### src/rtl/branch_pkg.sv
// Shared types and constants for branch resolution: branch kinds, ARM condition codes,
// controller states and NZCV bit positions.
package branch_pkg;

    typedef enum logic [1:0] {
        B     = 2'd0,
        CBZ   = 2'd1,
        CBNZ  = 2'd2,
        BCOND = 2'd3
    } br_type_e;

    typedef enum logic [3:0] {
        EQ = 4'h0, NE = 4'h1, HS = 4'h2, LO = 4'h3,
        MI = 4'h4, PL = 4'h5, VS = 4'h6, VC = 4'h7,
        HI = 4'h8, LS = 4'h9, GE = 4'hA, LT = 4'hB,
        GT = 4'hC, LE = 4'hD, AL = 4'hE, NV = 4'hF
    } cond_e;

    typedef enum logic [1:0] {
        IDLE  = 2'd0,
        WAIT  = 2'd1,
        FLUSH = 2'd2
    } state_e;

    localparam int unsigned FLAG_N = 3;
    localparam int unsigned FLAG_Z = 2;
    localparam int unsigned FLAG_C = 1;
    localparam int unsigned FLAG_V = 0;

endpackage

### src/rtl/branch_resolve_ctrl_cond_eval.sv
// Combinational ARM condition-code evaluator over an NZCV flag vector.
module cond_eval
    import branch_pkg::*;
(
    input  logic [3:0] i_cond,
    input  logic [3:0] i_nzcv,
    output logic       o_taken
);

    cond_e w_cond;
    logic  w_n;
    logic  w_z;
    logic  w_c;
    logic  w_v;

    assign w_cond = cond_e'(i_cond);
    assign w_n    = i_nzcv[FLAG_N];
    assign w_z    = i_nzcv[FLAG_Z];
    assign w_c    = i_nzcv[FLAG_C];
    assign w_v    = i_nzcv[FLAG_V];

    always_comb begin
        o_taken = 1'b0;
        case (w_cond)
            EQ: o_taken = w_z;
            NE: o_taken = !w_z;
            HS: o_taken = w_c;
            LO: o_taken = !w_c;
            MI: o_taken = w_n;
            PL: o_taken = !w_n;
            VS: o_taken = w_v;
            VC: o_taken = !w_v;
            HI: o_taken = w_c && !w_z;
            LS: o_taken = !w_c || w_z;
            GE: o_taken = (w_n == w_v);
            LT: o_taken = (w_n != w_v);
            GT: o_taken = !w_z && (w_n == w_v);
            LE: o_taken = w_z || (w_n != w_v);
            AL: o_taken = 1'b1;
            NV: o_taken = 1'b1;
        endcase
    end

endmodule

### src/rtl/nor_64.sv
// 64-bit zero detector: high when every input bit is zero.
module nor_64 (
    input  logic [63:0] i_data,
    output logic        o_zero
);

    assign o_zero = ~|i_data;

endmodule

### src/rtl/branch_resolve_ctrl.sv
// Branch resolution for the pipelined LEGv8 core: owns NZCV, resolves B/CBZ/CBNZ/B.cond,
// and sequences stall, one-cycle redirect and a fixed-length IF/ID flush.
module branch_resolve_ctrl
    import branch_pkg::*;
#(
    parameter int unsigned FLUSH_CYCLES = 2,
    parameter int unsigned MAX_WAIT     = 7
) (
    input  logic        clk,
    input  logic        reset,
    input  logic [63:0] alu_result,
    input  logic        alu_carry,
    input  logic        alu_overflow,
    input  logic        set_flags,
    input  logic        br_valid,
    input  logic [1:0]  br_type,
    input  logic [3:0]  br_cond,
    input  logic [63:0] br_operand,
    input  logic        operand_ready,
    input  logic [63:0] br_target,
    output logic        br_ready,
    output logic        stall_out,
    output logic        pc_sel,
    output logic [63:0] redirect_pc,
    output logic        flush,
    output logic [3:0]  flags_out,
    output logic        wait_timeout
);

    localparam logic [2:0] FLUSH_INIT = 3'(FLUSH_CYCLES);
    localparam logic [3:0] WAIT_LIMIT = 4'(MAX_WAIT);

    state_e      r_state;
    state_e      w_state_next;
    logic [3:0]  r_flags;
    logic [3:0]  w_flags_next;
    logic        r_pc_sel;
    logic [63:0] r_redirect_pc;
    logic        r_flush;
    logic        r_wait_timeout;
    logic [2:0]  r_flush_cnt;
    logic [2:0]  w_flush_cnt_next;
    logic [3:0]  r_wait_cnt;
    logic [3:0]  w_wait_cnt_next;
    logic        w_timeout_set;

    br_type_e    w_type;
    logic        w_alu_zero;
    logic        w_op_zero;
    logic        w_cond_taken;
    logic        w_taken;
    logic        w_needs_operand;
    logic        w_accept;

    nor_64 u_alu_zero (
        .i_data (alu_result),
        .o_zero (w_alu_zero)
    );

    nor_64 u_op_zero (
        .i_data (br_operand),
        .o_zero (w_op_zero)
    );

    // Flags loaded this cycle are forwarded to B.cond so a same-cycle SUBS is honoured.
    always_comb begin
        w_flags_next = r_flags;
        if (set_flags && !r_flush) begin
            w_flags_next[FLAG_N] = alu_result[63];
            w_flags_next[FLAG_Z] = w_alu_zero;
            w_flags_next[FLAG_C] = alu_carry;
            w_flags_next[FLAG_V] = alu_overflow;
        end
    end

    cond_eval u_cond_eval (
        .i_cond  (br_cond),
        .i_nzcv  (w_flags_next),
        .o_taken (w_cond_taken)
    );

    assign w_type          = br_type_e'(br_type);
    assign w_needs_operand = (w_type == CBZ) || (w_type == CBNZ);

    always_comb begin
        w_taken = 1'b0;
        case (w_type)
            B:     w_taken = 1'b1;
            CBZ:   w_taken = w_op_zero;
            CBNZ:  w_taken = !w_op_zero;
            BCOND: w_taken = w_cond_taken;
        endcase
    end

    // State register
    always_ff @(posedge clk) begin
        if (reset) begin
            r_state        <= IDLE;
            r_flags        <= '0;
            r_pc_sel       <= 1'b0;
            r_redirect_pc  <= '0;
            r_flush        <= 1'b0;
            r_wait_timeout <= 1'b0;
            r_flush_cnt    <= '0;
            r_wait_cnt     <= '0;
        end else begin
            r_state     <= w_state_next;
            r_flags     <= w_flags_next;
            r_pc_sel    <= w_accept && w_taken;
            r_flush     <= (w_state_next == FLUSH);
            r_flush_cnt <= w_flush_cnt_next;
            r_wait_cnt  <= w_wait_cnt_next;
            if (w_accept && w_taken) begin
                r_redirect_pc <= br_target;
            end
            if (w_timeout_set) begin
                r_wait_timeout <= 1'b1;
            end
        end
    end

    // Next-state logic
    always_comb begin
        w_state_next     = r_state;
        w_flush_cnt_next = r_flush_cnt;
        w_wait_cnt_next  = r_wait_cnt;
        w_timeout_set    = 1'b0;
        case (r_state)
            IDLE: begin
                if (w_accept) begin
                    if (w_taken) begin
                        w_state_next     = FLUSH;
                        w_flush_cnt_next = FLUSH_INIT;
                    end
                end else if (br_valid) begin
                    w_state_next    = WAIT;
                    w_wait_cnt_next = 4'd1;
                end
            end
            WAIT: begin
                if (w_accept) begin
                    w_wait_cnt_next = '0;
                    if (w_taken) begin
                        w_state_next     = FLUSH;
                        w_flush_cnt_next = FLUSH_INIT;
                    end else begin
                        w_state_next = IDLE;
                    end
                end else if (!br_valid) begin
                    w_state_next    = IDLE;
                    w_wait_cnt_next = '0;
                end else if (r_wait_cnt == WAIT_LIMIT) begin
                    w_timeout_set = 1'b1;
                end else begin
                    w_wait_cnt_next = r_wait_cnt + 4'd1;
                end
            end
            FLUSH: begin
                if (r_flush_cnt <= 3'd1) begin
                    w_state_next     = IDLE;
                    w_flush_cnt_next = '0;
                end else begin
                    w_flush_cnt_next = r_flush_cnt - 3'd1;
                end
            end
            default: begin
                w_state_next = IDLE;
            end
        endcase
    end

    // Output logic
    always_comb begin
        w_accept = 1'b0;
        case (r_state)
            IDLE:    w_accept = br_valid && (!w_needs_operand || operand_ready);
            WAIT:    w_accept = br_valid && operand_ready;
            default: w_accept = 1'b0;
        endcase
    end

    assign br_ready     = w_accept;
    assign stall_out    = br_valid && !w_accept && !r_flush;
    assign pc_sel       = r_pc_sel;
    assign redirect_pc  = r_redirect_pc;
    assign flush        = r_flush;
    assign flags_out    = r_flags;
    assign wait_timeout = r_wait_timeout;

endmodule

### config.mk
export PLATFORM = sky130hd
export DESIGN_NAME = branch_resolve_ctrl
export DESIGN_NICKNAME = d
export VERILOG_FILES = /design/src/rtl/branch_pkg.sv /design/src/rtl/branch_resolve_ctrl_cond_eval.sv /design/src/rtl/nor_64.sv /design/src/rtl/branch_resolve_ctrl.sv
export SDC_FILE = /design/constraint.sdc
export NUM_CORES = 1
export LEC_CHECK = 0
export ABC_AREA = 1
export CORE_AREA = 2 2 107 109
export DETAILED_ROUTE_END_ITERATION = 10
export DIE_AREA = 0 0 109 111
export PLACE_DENSITY = 0.89
export SYNTH_ARGS = -nofsm -noshare
export SYNTH_HDL_FRONTEND = slang
export SYNTH_SLANG_ARGS = --single-unit
export TNS_END_PERCENT = 1
### constraint.sdc
create_clock -name clk -period 4.3 [get_ports clk]
set_input_delay 1.075 -clock clk [delete_from_list [all_inputs] [get_ports clk]]
set_output_delay 1.075 -clock clk [all_outputs]
set_load 0.005 [all_outputs]
==> out/qor.csv <==
metric;value;unit
outcome;finished clean;
start_kind;input pin;
reg2reg_slack;1910;ps
fin_crit_sh;93.0;%
grt_pass1_vias;4560;
top_layer;met4;
synth_nets;774;
critPathRequiredTime;3220;ps
synth_largest_area_cell;dfxtp_1;
synth_common_cells;nand2_1, nor2_1, dfxtp_1;
io_buffers;277;
ys.warnings.count;0;
synth_flop_cell;dfxtp_1;
yosysTopAreaCellShare;41.5;%
hp-class;reg -> reg;
seq_area_frac_synth;41.5;%
avgViaCountPerCell;4.77;
clock-skew-final;8.97;ps
core_area;11100;um^2
cts_buffer_depth;2;
fin_tns_setup;0;ps
end_kind;output pin;
wl;14000;um
floorplan.io_pins;278;
drt_pass1_iterations;4;
syn_inst;563;
wl_met3;1280;um
grtUsageTotal;22.5;%
dr.first_iter.drc_count;196;
max_slew_margin;61.9;%
num_rows;39;
vdd_ir_drop_max;222;uV
start_util;34.8;%
tritoncts;yes;
post_drt_wl_per_cell;14.3;um
dr_wl_met2;7030;um
hold_viol;0;
critPathKind;in -> out;
cp_slowest_cell;clkdlybuf4s50_1;
postCtsHoldBufs;0;
layout.nets;1040;
gp_congestion;0.903;
hpwlAfterDp;10800;um
crit_chain;clkdlybuf4s50_1, inv_1, ha_1, o21ai_0, nand2_1, inv_2, clkdlybuf4s50_1;
worstSkewPairLatency;330;ps
die-area;12100;um^2
final_layout_size_suffix_gt1_share;5.28;%
grt_overflow;0;
synth.most_common_cell;nand2_1;
syn2layout_area_growth;81.8;%
tightest_slew;571;ps
leakagePower;2.68;nW
wirelength_met1;5360;um
die_x;109;um
drtAntennaViolNets;0;
diodes;0;
clockRootBuffer;clkbuf_16;
async_flop_share;0;%
max_stage_delay;520;ps
remaining_drc_errors;0;
cts_buffers;9;
drv_cap;0;
die_y;111;um
antenna_found_initial;0;
pwr_density_cell;299;nW/um^2
post_cts_resized;0;
synth_edf_count;0;
drv_slew;0;
rsz0062_at_grt;no;
ys_seq_elements;80;
synth_area;3860;um^2
postCtsSetupRepairBufs;0;
path_max_fanout;4;
grt_max_degree;55;
avgSynthCellArea;6.85;um^2
synth_area_leaders;dfxtp_1, nand2_1, nand3_1;
num_vias;4656;
report.final.setup_viol;0;
grt_first_pass_wirelength;21700;um
pre_cts_ws;273;ps
cpMostUsedCell;clkdlybuf4s50_1;
post_synth_num_cell_types;27;
h-tree-depth;3;
cts.clk_slew.worst_paths;60;ps
clock_sinks;80;
max_freq;250;MHz
final.min_clock_period;4000;ps
cp.arrival;2930;ps
timing.final.ws_setup;299;ps
## state kept, by name (all words and copies together), names as in the netlist
| name | count |
|---|---|
| flags_out | 4 |
| flush | 1 |
| pc_sel | 1 |
| r_flush_cnt | 3 |
| r_state | 2 |
| r_wait_cnt | 4 |
| redirect_pc | 64 |
| wait_timeout | 1 |
## worst max-delay path, delay by kind of cell
kind                     cells  cell delay [ps]
buffers and inverters        4             1220
adder cells (fa/ha/maj)      1              290
AND/OR/NAND/NOR              1              120
AO/OA/AOI/OAI                1              220
## area by class of cell
type	instances	area (um^2)
multi-input combinational	419	1960
sequential	80	1600
timing repair buffer	284	2820
tap	143	179
clock buffer	9	225
clock inverter	6	92.6
fill	964	4060
inverter	35	131
## metrics by stage
stage	hold WS (ps)	power, mW	cells	util, %	instance area (um^2)
3_5_place_dp	446	1.30	961	60.5	6700
4_1_cts	455	2.12	976	63.3	7010
2_1_floorplan	426	0.997	563	-	3860
6_report	459	2.10	976	63.3	7010
5_1_grt	475	2.20	976	63.3	7010
3_3_place_gp	441	1.29	961	60.5	6700
## path summary, 6_finish.rpt
check                  from             end  cells past startpoint
max              br_type[0]        br_ready                      7
min          r_flush_cnt[0]  r_flush_cnt[0]                      1
max reg2reg           flush  r_flush_cnt[2]                     17
min reg2reg  r_flush_cnt[0]  r_flush_cnt[0]                      1
## kinds of logic (layout without fill, tap and decap cells)
family / count (synthesis) / after routing / share of synthesized area [%]
AND/OR/NAND/NOR: 330 / 330 / 37.2
AO/OA/AOI/OAI: 80 / 80 / 11.1
flip-flops: 80 / 80 / 41.5
buffers and inverters: 64 / 334 / 7.56
adder cells (fa/ha/maj): 6 / 6 / 1.95
XOR/XNOR: 3 / 3 / 0.681
## per-layer routing
layer | GRT usage (%) | vias up
met5 | 0 | -
met4 | 6.15 | 0
met3 | 7.23 | 25
met2 | 40.3 | 178
met1 | 25.0 | 2085
li1 | - | 2368
## power by group
group          leakage, nW  switching [mW]  internal (mW)  total [mW]
Clock                0.149           0.305          0.509       0.815
Combinational         1.88           0.193          0.286       0.479
Sequential           0.652          0.0225          0.781       0.804
Total                 2.68           0.521           1.58        2.10
## cells in the final DEF, fill, tap and decap left out, types with 3 or more instances in the layout
cell type / Yosys / final
clkdlybuf4s50_1: 0 / 276
nand2_1: 123 / 123
nor2_1: 95 / 95
dfxtp_1: 80 / 80
nand3_1: 76 / 76
a21oi_1: 63 / 63
inv_1: 32 / 32
nand4_1: 9 / 9
clkbuf_16: 0 / 9
nor4_1: 8 / 8
nand2_2: 8 / 8
a21oi_2: 7 / 7
buf_4: 7 / 7
o21ai_0: 6 / 6
ha_1: 6 / 6
o21ai_1: 4 / 4
nand3b_1: 4 / 4
inv_2: 2 / 3
xor2_1: 3 / 3
(Power assumes the default switching activity.)
==> RTL change: new RTL, config.mk and constraints unchanged <==
Register the output `redirect_pc` once more, with the module's reset; this adds one clock of latency there. The other outputs are not delayed to match.
--- a/src/rtl/branch_resolve_ctrl.sv
+++ b/src/rtl/branch_resolve_ctrl.sv
@@ -184,3 +184,9 @@
     assign pc_sel       = r_pc_sel;
-    assign redirect_pc  = r_redirect_pc;
+    always_ff @(posedge clk) begin
+        if (reset) begin
+            redirect_pc <= '0;
+        end else begin
+            redirect_pc <= r_redirect_pc;
+        end
+    end
     assign flush        = r_flush;
Behaviour: not the same (a bounded check fails within 4 cycles, from zero or initial values and one cycle with reset high).
==> RTL change against the original RTL <==
Area after synthesis is 53% higher. Wire length rose by 21%. Synthesized cell count rose by 45%. Combinational power increased by 15%. Worst setup slack got worse by 0.096 ns. Sequential cell count grew 64. Total power is 72% higher. Final area up 34%. Critical endpoint is now stall_out. Largest cell class is now registers.
==> RTL change: results (changes against the original RTL) <==
.. list-table::
   :header-rows: 1

   * - Metric
     - Value
   * - Hold Path Origin
     - r_redirect_pc[21]
   * - Most used standard cells in the synthesized netlist
     - 258 x sky130_fd_sc_hd__nand2_1, 158 x sky130_fd_sc_hd__inv_1, 144 x sky130_fd_sc_hd__dfxtp_1
   * - Endpoint of the worst-slack reg-to-reg timing path
     - r_redirect_pc[56]
   * - Cells taking the most area after synthesis
     - sky130_fd_sc_hd__dfxtp_1 49%, sky130_fd_sc_hd__nand2_1 16%, sky130_fd_sc_hd__inv_1 10%
   * - Post-Place Setup Slack
     - 0.149 ns (-0.124 ns)
   * - Global-route met2 utilization
     - 48.7% (+8.4 points)
   * - Transition time at the pin with the least slew margin
     - 0.746 ns (+0.175 ns)
   * - Detail Placement HPWL
     - 11.6 mm (+7.9%)
   * - Part of the total power dissipated in combinational logic
     - 15.3% (-7.5 points)
   * - CP endpoint
     - stall_out
   * - Routing usage on met1
     - 33.0% (+8.0 points)
   * - Total Routed Length
     - 16.9 mm (+21%)
   * - Instance area at placement
     - 8740 µm² (+31%)
   * - Ratio of cells with drive above 1 in the final layout
     - 4.36% (-0.93 points)
   * - Arrival time of data at the critical path endpoint
     - 3.02 ns (+0.09 ns)
   * - Post-Syn Area per Cell
     - 7.21 µm² (+5.3%)
   * - Cts bufs inserted
     - 17 (+8)
   * - Met3 GRT Util
     - 7.29% (+0.059 points)
   * - Switching power as a share of total power
     - 22.3% (-2.5 points)
   * - DRC marker count from the first detailed-route iteration
     - 305 (+56%)
   * - Slowest Stage Delay on Critical Path
     - 0.58 ns (+0.06 ns)
   * - Wire length the detailed router placed on met1
     - 6.71 mm (+25%)
   * - Cell Count, Final, Fillers Out
     - 1,245 (+28%)
   * - Part of the power in the clock network
     - 44.0% (+5.1 points)
   * - Synthesized net count
     - 1,029 (+33%)
   * - Routability congestion estimate from global placement
     - 0.905 (+0.22%)
   * - Post-Synth XOR/XNOR Area
     - 0.445% (-0.24 points)
   * - Terminating pin of the worst hold path
     - redirect_pc[21]
   * - Post-synthesis compound-gate area fraction
     - 1.25% (-9.8 points)
   * - Largest net degree at the start of global routing
     - 71 (+29%)
   * - Min-Delay Path Depth
     - 2 (+1)
   * - Maximum vdd ir drop
     - 0.319 mV (+44%)
   * - Post-layout total power
     - 3.60 mW (+72%)
   * - Number of global-route vias before repair
     - 5,791 (+27%)
   * - Wire length of the first global-routing pass
     - 27.0 mm (+24%)
   * - CTS H-Tree Depth
     - 4 (+1)
   * - Outcome
     - finished clean
[RTL change: cell count changes in the layout (fill, tap and decap cells not counted), moves of 5 or more]
cell                        delta
sky130_fd_sc_hd__a21oi_2       -7
sky130_fd_sc_hd__nand2_1     +135
sky130_fd_sc_hd__inv_1       +126
sky130_fd_sc_hd__dfxtp_1      +64
sky130_fd_sc_hd__nand3_1      -64
sky130_fd_sc_hd__nand3b_1     +65
sky130_fd_sc_hd__nand2_2       -5
sky130_fd_sc_hd__clkbuf_16     +8
sky130_fd_sc_hd__a21oi_1      -56
[RTL change: layout make-up]
cell class,instances,area [µm²]
clock inverters,11,188
repair buffers,283,2820
fillers,684,1690
multi-input cells,482,2250
flip-flops and latches,144,2880
well taps,143,179
clock buffers,19,453
inverters,163,612
[RTL change: timing repair]
item | CTS | global route
endpoints found under the setup margin | 0 | 1
gates resized for setup | 0 | 1
hold endpoints to repair | 0 | 0
setup buffers | 0 | 0
